==> config.mk <==
export PLATFORM = sky130hd
export DESIGN_NAME = cache_resp_ctrl
export DESIGN_NICKNAME = d
export VERILOG_FILES = /design/src/rtl/cache_ctrl_pkg.sv /design/src/rtl/cache_ctrl_next.sv /design/src/rtl/cache_resp_ctrl.sv
export SDC_FILE = /design/constraint.sdc
export NUM_CORES = 1
export LEC_CHECK = 0
export CAP_MARGIN = 20
export CORE_MARGIN = 10
export CORE_UTILIZATION = 29
export CTS_BUF_LIST = sky130_fd_sc_hd__clkbuf_2
export DETAILED_ROUTE_END_ITERATION = 8
export GPL_ROUTABILITY_DRIVEN = 0
export PLACE_DENSITY = 0.83
export SLEW_MARGIN = 20
export SYNTH_ARGS = -nofsm -noshare
export SYNTH_HDL_FRONTEND = slang
export SYNTH_SLANG_ARGS = --single-unit
==> constraint.sdc <==
create_clock -name clk -period 2.7 [get_ports clk]
set_input_delay 0.54 -clock clk [delete_from_list [all_inputs] [get_ports clk]]
set_output_delay 0.54 -clock clk [all_outputs]
set_load 0.1 [all_outputs]
==> src/rtl/cache_ctrl_pkg.sv <==
// Shared types, default geometry and address-field helpers for the cache response controller.
package cache_ctrl_pkg;

  localparam int TAG_W       = 5;
  localparam int IDX_W       = 8;
  localparam int OFF_W       = 3;
  localparam int DATA_W      = 16;
  localparam int ADDR_W      = TAG_W + IDX_W + OFF_W;
  localparam int MEM_LAT_DEF = 2;

  typedef enum logic [1:0] {
    IDLE  = 2'd0,
    WB    = 2'd1,
    FILL  = 2'd2,
    RETRY = 2'd3
  } state_t;

  function automatic logic [TAG_W-1:0] addr_tag(input logic [ADDR_W-1:0] a);
    return a[ADDR_W-1 -: TAG_W];
  endfunction

  function automatic logic [IDX_W-1:0] addr_idx(input logic [ADDR_W-1:0] a);
    return a[OFF_W +: IDX_W];
  endfunction

  function automatic logic [OFF_W-2:0] addr_word(input logic [ADDR_W-1:0] a);
    return a[OFF_W-1:1];
  endfunction

  // Byte address of word w of the line {tag, idx}.
  function automatic logic [ADDR_W-1:0] line_addr(input logic [TAG_W-1:0] tag,
                                                  input logic [IDX_W-1:0] idx,
                                                  input logic [OFF_W-2:0] w);
    return {tag, idx, w, 1'b0};
  endfunction

endpackage

==> src/rtl/cache_ctrl_next.sv <==
// Combinational next-state and output decode for the cache response controller.
module cache_ctrl_next
  import cache_ctrl_pkg::*;
#(
  parameter int MEM_LAT = MEM_LAT_DEF,
  parameter int RET_W   = $clog2(MEM_LAT + 4)
) (
  input  logic               rst,
  input  state_t             state,
  input  logic [1:0]         wcnt,
  input  logic               iss_all,
  input  logic [RET_W-1:0]   rcnt,
  input  logic [MEM_LAT-1:0] rvld,
  input  logic [ADDR_W-1:0]  Addr,
  input  logic [DATA_W-1:0]  DataIn,
  input  logic               Rd,
  input  logic               Wr,
  input  logic               c_hit,
  input  logic               c_dirty,
  input  logic               c_valid,
  input  logic [TAG_W-1:0]   c_tag_out,
  input  logic [DATA_W-1:0]  c_data_out,
  input  logic               c_err,
  input  logic [DATA_W-1:0]  m_data_out,
  input  logic               m_stall,
  input  logic               m_err,
  output state_t             state_n,
  output logic [1:0]         wcnt_n,
  output logic               iss_all_n,
  output logic [RET_W-1:0]   rcnt_n,
  output logic [MEM_LAT-1:0] rvld_n,
  output logic [DATA_W-1:0]  DataOut,
  output logic               Done,
  output logic               Stall,
  output logic               CacheHit,
  output logic               err,
  output logic               c_enable,
  output logic [IDX_W-1:0]   c_index,
  output logic [OFF_W-1:0]   c_offset,
  output logic               c_comp,
  output logic               c_write,
  output logic [TAG_W-1:0]   c_tag_in,
  output logic [DATA_W-1:0]  c_data_in,
  output logic               c_valid_in,
  output logic [ADDR_W-1:0]  m_addr,
  output logic [DATA_W-1:0]  m_data_in,
  output logic               m_rd,
  output logic               m_wr
);

  logic               acc;
  logic [MEM_LAT-1:0] rvld_sh;
  logic [TAG_W-1:0]   tag;
  logic [IDX_W-1:0]   idx;
  logic               err_req;

  assign tag = addr_tag(Addr);
  assign idx = addr_idx(Addr);

  // A fill read is accepted when one is still owed and the memory is not busy.
  always_comb acc = !rst && (state == FILL) && !iss_all && !m_stall;

  // In-flight read tracker: bit MEM_LAT-1 marks the cycle a word comes back.
  if (MEM_LAT == 1) begin : g_sh1
    assign rvld_sh = acc;
  end else begin : g_shn
    assign rvld_sh = {rvld[MEM_LAT-2:0], acc};
  end

  // Per-state output decode and next-state selection; everything is quiet during rst.
  always_comb begin
    state_n    = state;
    wcnt_n     = wcnt;
    iss_all_n  = iss_all;
    rcnt_n     = rcnt;
    rvld_n     = rvld;
    DataOut    = '0;
    Done       = 1'b0;
    Stall      = 1'b0;
    CacheHit   = 1'b0;
    err_req    = 1'b0;
    c_enable   = 1'b0;
    c_index    = '0;
    c_offset   = '0;
    c_comp     = 1'b0;
    c_write    = 1'b0;
    c_tag_in   = '0;
    c_data_in  = '0;
    c_valid_in = 1'b0;
    m_addr     = '0;
    m_data_in  = '0;
    m_rd       = 1'b0;
    m_wr       = 1'b0;
    err        = 1'b0;
    if (!rst) begin
      case (state)
        IDLE: begin
          if (Rd || Wr) begin
            if ((Rd && Wr) || Addr[0]) begin
              err_req = 1'b1;
            end else begin
              c_enable = 1'b1;
              c_comp   = 1'b1;
              c_index  = idx;
              c_offset = {addr_word(Addr), 1'b0};
              c_tag_in = tag;
              if (c_hit && c_valid) begin
                Done     = 1'b1;
                CacheHit = 1'b1;
                DataOut  = c_data_out;
                if (Wr) begin
                  c_write   = 1'b1;
                  c_data_in = DataIn;
                end
              end else begin
                Stall     = 1'b1;
                wcnt_n    = 2'd0;
                iss_all_n = 1'b0;
                rcnt_n    = '0;
                rvld_n    = '0;
                state_n   = (c_valid && c_dirty) ? WB : FILL;
              end
            end
          end
        end
        WB: begin
          Stall     = 1'b1;
          c_enable  = 1'b1;
          c_index   = idx;
          c_offset  = {wcnt, 1'b0};
          m_wr      = 1'b1;
          m_addr    = line_addr(c_tag_out, idx, wcnt);
          m_data_in = c_data_out;
          if (!m_stall) begin
            wcnt_n = wcnt + 2'd1;
            if (wcnt == 2'd3) state_n = FILL;
          end
        end
        FILL: begin
          Stall  = 1'b1;
          rvld_n = rvld_sh;
          if (!iss_all) begin
            m_rd   = 1'b1;
            m_addr = line_addr(tag, idx, wcnt);
          end
          if (acc) begin
            wcnt_n    = wcnt + 2'd1;
            iss_all_n = (wcnt == 2'd3);
          end
          if (rvld[MEM_LAT-1]) begin
            c_enable   = 1'b1;
            c_write    = 1'b1;
            c_valid_in = 1'b1;
            c_tag_in   = tag;
            c_index    = idx;
            c_offset   = {rcnt[1:0], 1'b0};
            c_data_in  = m_data_out;
            rcnt_n     = rcnt + RET_W'(1);
            if (rcnt == RET_W'(3)) state_n = RETRY;
          end
        end
        RETRY: begin
          c_enable = 1'b1;
          c_comp   = 1'b1;
          c_index  = idx;
          c_offset = {addr_word(Addr), 1'b0};
          c_tag_in = tag;
          Done     = 1'b1;
          DataOut  = c_data_out;
          if (Wr) begin
            c_write   = 1'b1;
            c_data_in = DataIn;
          end
          state_n = IDLE;
        end
        default: state_n = IDLE;
      endcase
      err = err_req || c_err || m_err;
    end
  end

endmodule

==> src/rtl/cache_resp_ctrl.sv <==
// Direct-mapped write-back cache controller: state and counters held here, decode in cache_ctrl_next.
module cache_resp_ctrl
  import cache_ctrl_pkg::*;
#(
  parameter int MEM_LAT = MEM_LAT_DEF
) (
  input  logic              clk,
  input  logic              rst,
  input  logic [ADDR_W-1:0] Addr,
  input  logic [DATA_W-1:0] DataIn,
  input  logic              Rd,
  input  logic              Wr,
  output logic [DATA_W-1:0] DataOut,
  output logic              Done,
  output logic              Stall,
  output logic              CacheHit,
  output logic              err,
  output logic              c_enable,
  output logic [IDX_W-1:0]  c_index,
  output logic [OFF_W-1:0]  c_offset,
  output logic              c_comp,
  output logic              c_write,
  output logic [TAG_W-1:0]  c_tag_in,
  output logic [DATA_W-1:0] c_data_in,
  output logic              c_valid_in,
  input  logic              c_hit,
  input  logic              c_dirty,
  input  logic              c_valid,
  input  logic [TAG_W-1:0]  c_tag_out,
  input  logic [DATA_W-1:0] c_data_out,
  input  logic              c_err,
  output logic [ADDR_W-1:0] m_addr,
  output logic [DATA_W-1:0] m_data_in,
  output logic              m_rd,
  output logic              m_wr,
  input  logic [DATA_W-1:0] m_data_out,
  input  logic              m_stall,
  input  logic              m_err
);

  localparam int RET_W = $clog2(MEM_LAT + 4);

  state_t             state_p0, state_n;
  logic [1:0]         wcnt_p0, wcnt_n;
  logic               iss_all_p0, iss_all_n;
  logic [RET_W-1:0]   rcnt_p0, rcnt_n;
  logic [MEM_LAT-1:0] rvld_p0, rvld_n;

  cache_ctrl_next #(
    .MEM_LAT (MEM_LAT),
    .RET_W   (RET_W)
  ) u_next (
    .rst        (rst),
    .state      (state_p0),
    .wcnt       (wcnt_p0),
    .iss_all    (iss_all_p0),
    .rcnt       (rcnt_p0),
    .rvld       (rvld_p0),
    .Addr       (Addr),
    .DataIn     (DataIn),
    .Rd         (Rd),
    .Wr         (Wr),
    .c_hit      (c_hit),
    .c_dirty    (c_dirty),
    .c_valid    (c_valid),
    .c_tag_out  (c_tag_out),
    .c_data_out (c_data_out),
    .c_err      (c_err),
    .m_data_out (m_data_out),
    .m_stall    (m_stall),
    .m_err      (m_err),
    .state_n    (state_n),
    .wcnt_n     (wcnt_n),
    .iss_all_n  (iss_all_n),
    .rcnt_n     (rcnt_n),
    .rvld_n     (rvld_n),
    .DataOut    (DataOut),
    .Done       (Done),
    .Stall      (Stall),
    .CacheHit   (CacheHit),
    .err        (err),
    .c_enable   (c_enable),
    .c_index    (c_index),
    .c_offset   (c_offset),
    .c_comp     (c_comp),
    .c_write    (c_write),
    .c_tag_in   (c_tag_in),
    .c_data_in  (c_data_in),
    .c_valid_in (c_valid_in),
    .m_addr     (m_addr),
    .m_data_in  (m_data_in),
    .m_rd       (m_rd),
    .m_wr       (m_wr)
  );

  // State and counter registers; rst abandons any in-flight line operation.
  always_ff @(posedge clk) begin
    if (rst) begin
      state_p0   <= IDLE;
      wcnt_p0    <= 2'd0;
      iss_all_p0 <= 1'b0;
      rcnt_p0    <= '0;
      rvld_p0    <= '0;
    end else begin
      state_p0   <= state_n;
      wcnt_p0    <= wcnt_n;
      iss_all_p0 <= iss_all_n;
      rcnt_p0    <= rcnt_n;
      rvld_p0    <= rvld_n;
    end
  end

endmodule

==> impl_metrics.env <==
export IMPL_rows=26
export IMPL_yosys_area_top_type="and2_1"
export IMPL_clock_path_buffers=2
export IMPL_dpl_cell_area_um2=4520
export IMPL_powerDensity_nw_per_um2=451
export IMPL_portBuffers=166
export IMPL_grt_start_max_net_pins=19
export IMPL_fin_area_um2=4670
export IMPL_p_leak_uw=0.00181
export IMPL_path_delay_family="buffers and inverters"
export IMPL_dp_cells=476
export IMPL_synth_top_cells_by_area="and2_1 (23%), dfxtp_1 (13%), a32oi_1 (9.1%), nor2_1 (8.5%), ha_1 (6.5%)"
export IMPL_grt_met2_usage_pct=47.7
export IMPL_synth_compound_gate_area_share_pct=28.6
export IMPL_syn_to_final_growth_pct=204
export IMPL_setup_tns_final_ns=0
export IMPL_clock_sinks=10
export IMPL_finalSetupViolCount=0
export IMPL_numCtsBuffers=3
export IMPL_nets=504
export IMPL_arrival_ns=2.12
export IMPL_synth_edf_count=0
export IMPL_yosysUniqueCellTypes=39
export IMPL_min_period_over_period_pct=98.7
export IMPL_avgViaCountPerCell=5.50
export IMPL_clock_latency_ns=0.27
export IMPL_crit_start="state_p0[1]"
export IMPL_slowest_stage="dfxtp_4"
export IMPL_synth_xor_area_share_pct=0.570
export IMPL_ant_nets=0
export IMPL_grt_remaining_overflow=0
export IMPL_io_pins=169
export IMPL_grt_total_usage_pct=24.6
export IMPL_r2r_start="state_p0[1]"
export IMPL_vdd_drop_max_mv=0.454
export IMPL_dieArea_um2=8620
export IMPL_grtUsageMet1_pct=25.3
export IMPL_die_h_um=92.8
export IMPL_drtPass1Iterations=5
export IMPL_wl_per_cell_um=24.6
export IMPL_tightest_slew_ns=0.612
export IMPL_initial_core_util_pct=29.9
export IMPL_num_antenna_cells=0
export IMPL_post_synth_top_count_cell="and2_1"
export IMPL_crit_path_max_incr_delay_ns=0.39
export IMPL_routed_wl_um=12000
export IMPL_grt_busiest_layer="met2"
export IMPL_yosysWarnings=0
export IMPL_synth_area_um2=1540
export IMPL_antenna_found_initial=0
export IMPL_drive_gt1_share_pct=48.6
export IMPL_synthAdderAreaFrac_pct=7.16
export IMPL_final_cells=486
export IMPL_start_kind="flop"
export IMPL_crit_chain="inv_2, ha_4, nand3_4, o31ai_4, buf_2, a32oi_1, nor2_2, buf_12"
export IMPL_multi_input_area_um2=1510
export IMPL_syn_avg_cell_area_um2=6.66
export IMPL_final_hold_viol_count=0
export IMPL_ys_async_sr_fraction_pct=0
export IMPL_crit_path_end_kind="primary output"
export IMPL_fin_skew_ns=0.00594
export IMPL_synth_top_family_by_area="simple AND/OR/NAND/NOR gates"
export IMPL_synth_cells_most_frequent="and2_1 (57), nor2_1 (35), a32oi_1 (16), a21oi_1 (13), clkbuf_1 (13)"
export IMPL_clk_pin_slew_ns=0.12
export IMPL_first_global_vias=2830
export IMPL_fill_cells=195
export IMPL_dr_total_vias=2675
export IMPL_synth_top_cell_area_share_pct=23.2
export IMPL_grt_pass1_wl_um=16800
export IMPL_hold_path_class="reg -> reg"
export IMPL_cts_tree="built"
export IMPL_die_w_um=92.8
export IMPL_cap_violations=0
export IMPL_fmax_mhz=375
export IMPL_critPathMaxFanout=5
export IMPL_synth_seq_area_share_pct=13.0
export IMPL_hold_start="rvld_p0[0]"
export IMPL_cts_hold_buf=0
export IMPL_place_hpwl_um=9550
export IMPL_p_total_uw=2110
export IMPL_worst_path_buf_inv=3
export IMPL_outcome="completed"
export IMPL_ys_seq_elements=10
export IMPL_required_ns=2.16
export IMPL_relSlewSlack_pct=58.9
export IMPL_synth_mux_area_share_pct=0
export IMPL_final_min_clock_period_ns=2.66
export IMPL_drt_iter0_drc=191
export IMPL_slew_violations=0
export IMPL_met3_usage_pct=5.81
export IMPL_synth_simple_area_share_pct=43.8
export IMPL_drcViolationCount=0
export IMPL_synth_ff_type="dfxtp_1"
export IMPL_htree_levels=1
export IMPL_synthCells=231
export IMPL_root_buffer="clkbuf_2"
export IMPL_seqCellArea_um2=208
export IMPL_fp_coreArea_um2=5140
export IMPL_critPathKind="reg -> out"
[state kept, by name, indices dropped and copies added, names as in the netlist]
signal	flops
wcnt_p0	2
rcnt_p0	3
state_p0	2
rvld_p0	2
iss_all_p0	1
[cell usage in the layout (no fill, tap or decap), types with 3 or more instances in the layout]
cell             count
or3_1                3
nand3_1              6
a21oi_1             12
dlymetal6s2s_1       5
nand2_1              5
inv_1                4
and2_2              30
nor2_4              11
a22oi_1              7
ha_1                 7
nor2_1               8
a31oi_1              3
o21ai_0              7
a32oi_1             14
buf_12              90
and2_1              25
buf_4               26
nor2b_1              3
clkbuf_2             3
nand2b_1             3
buf_6                3
nor3_1               3
dfxtp_1              8
clkdlybuf4s50_1     72
nor2_2              16
[per-layer routing]
metal	vias up	wire length [um]
met5	-	0
met4	0	429
met3	45	967
met2	184	6420
met1	1248	4130
li1	1198	-
[where the power goes]
part	leakage [uW]	switching [uW]	internal [uW]
sequential	0.0000823	25.2	165
combinational	0.00172	1130	695
clock	0.0000140	60.2	32.2
[repair_timing]
item | 4_1_cts | 5_1_grt
gates resized for setup | 7 | 20
cloned | 0 | 1
setup endpoints to repair | 46 | 63
pin swaps | 2 | 6
setup buffers | 0 | 5
[per-stage QoR]
| stage | setup WS, ns | utilization, % | hold slack (ns) |
|---|---|---|---|
| after floorplan | -0.407 | - | 0.432 |
| after global placement | -0.00376 | 88.0 | 0.440 |
| after detailed placement | -0.0857 | 88.0 | 0.467 |
| after CTS | -0.00363 | 88.8 | 0.489 |
| after global routing | -0.0868 | 90.9 | 0.511 |
| final | 0.0361 | 90.9 | 0.506 |
[cell families after synthesis]
family	Yosys count
AOI/OAI and AO/OA	61
xor gates and xnor gates	1
adders and majority gates	9
buffers and inverters	24
DFF	10
other	1
and+or+nand+nor	125
[layout make-up]
| type | count | share of cell area (%) |
|---|---|---|
| well taps | 70 | 1.87 |
| multi-input cells | 198 | 32.3 |
| flip-flops and latches | 10 | 4.44 |
| repair buffers | 198 | 60.5 |
| clock buffers | 3 | 0.321 |
| clock inverters | 1 | 0.0803 |
| inverters | 6 | 0.482 |
[worst reg2reg max path: stages, from the launching register on]
cell and delay [ns]:
dfxtp_4 0.41, inv_2 0.08, ha_4 0.19, buf_4 0.14, buf_4 0.13, buf_4 0.16, a32o_1 0.26, a221oi_1 0.39
a21oi_1 0.16, a311oi_1 0.28
[final timing paths]
| check | to | slack [ns] | cells past startpoint |
|---|---|---|---|
| max | c_data_in[2] | 0.04 | 8 |
| min reg2reg | rvld_p0[0] | 0.51 | 2 |
| max reg2reg | state_p0[0] | 0.40 | 9 |
| min | rvld_p0[0] | 0.51 | 2 |
No activity file was read; power rests on OpenSTA's default activity.
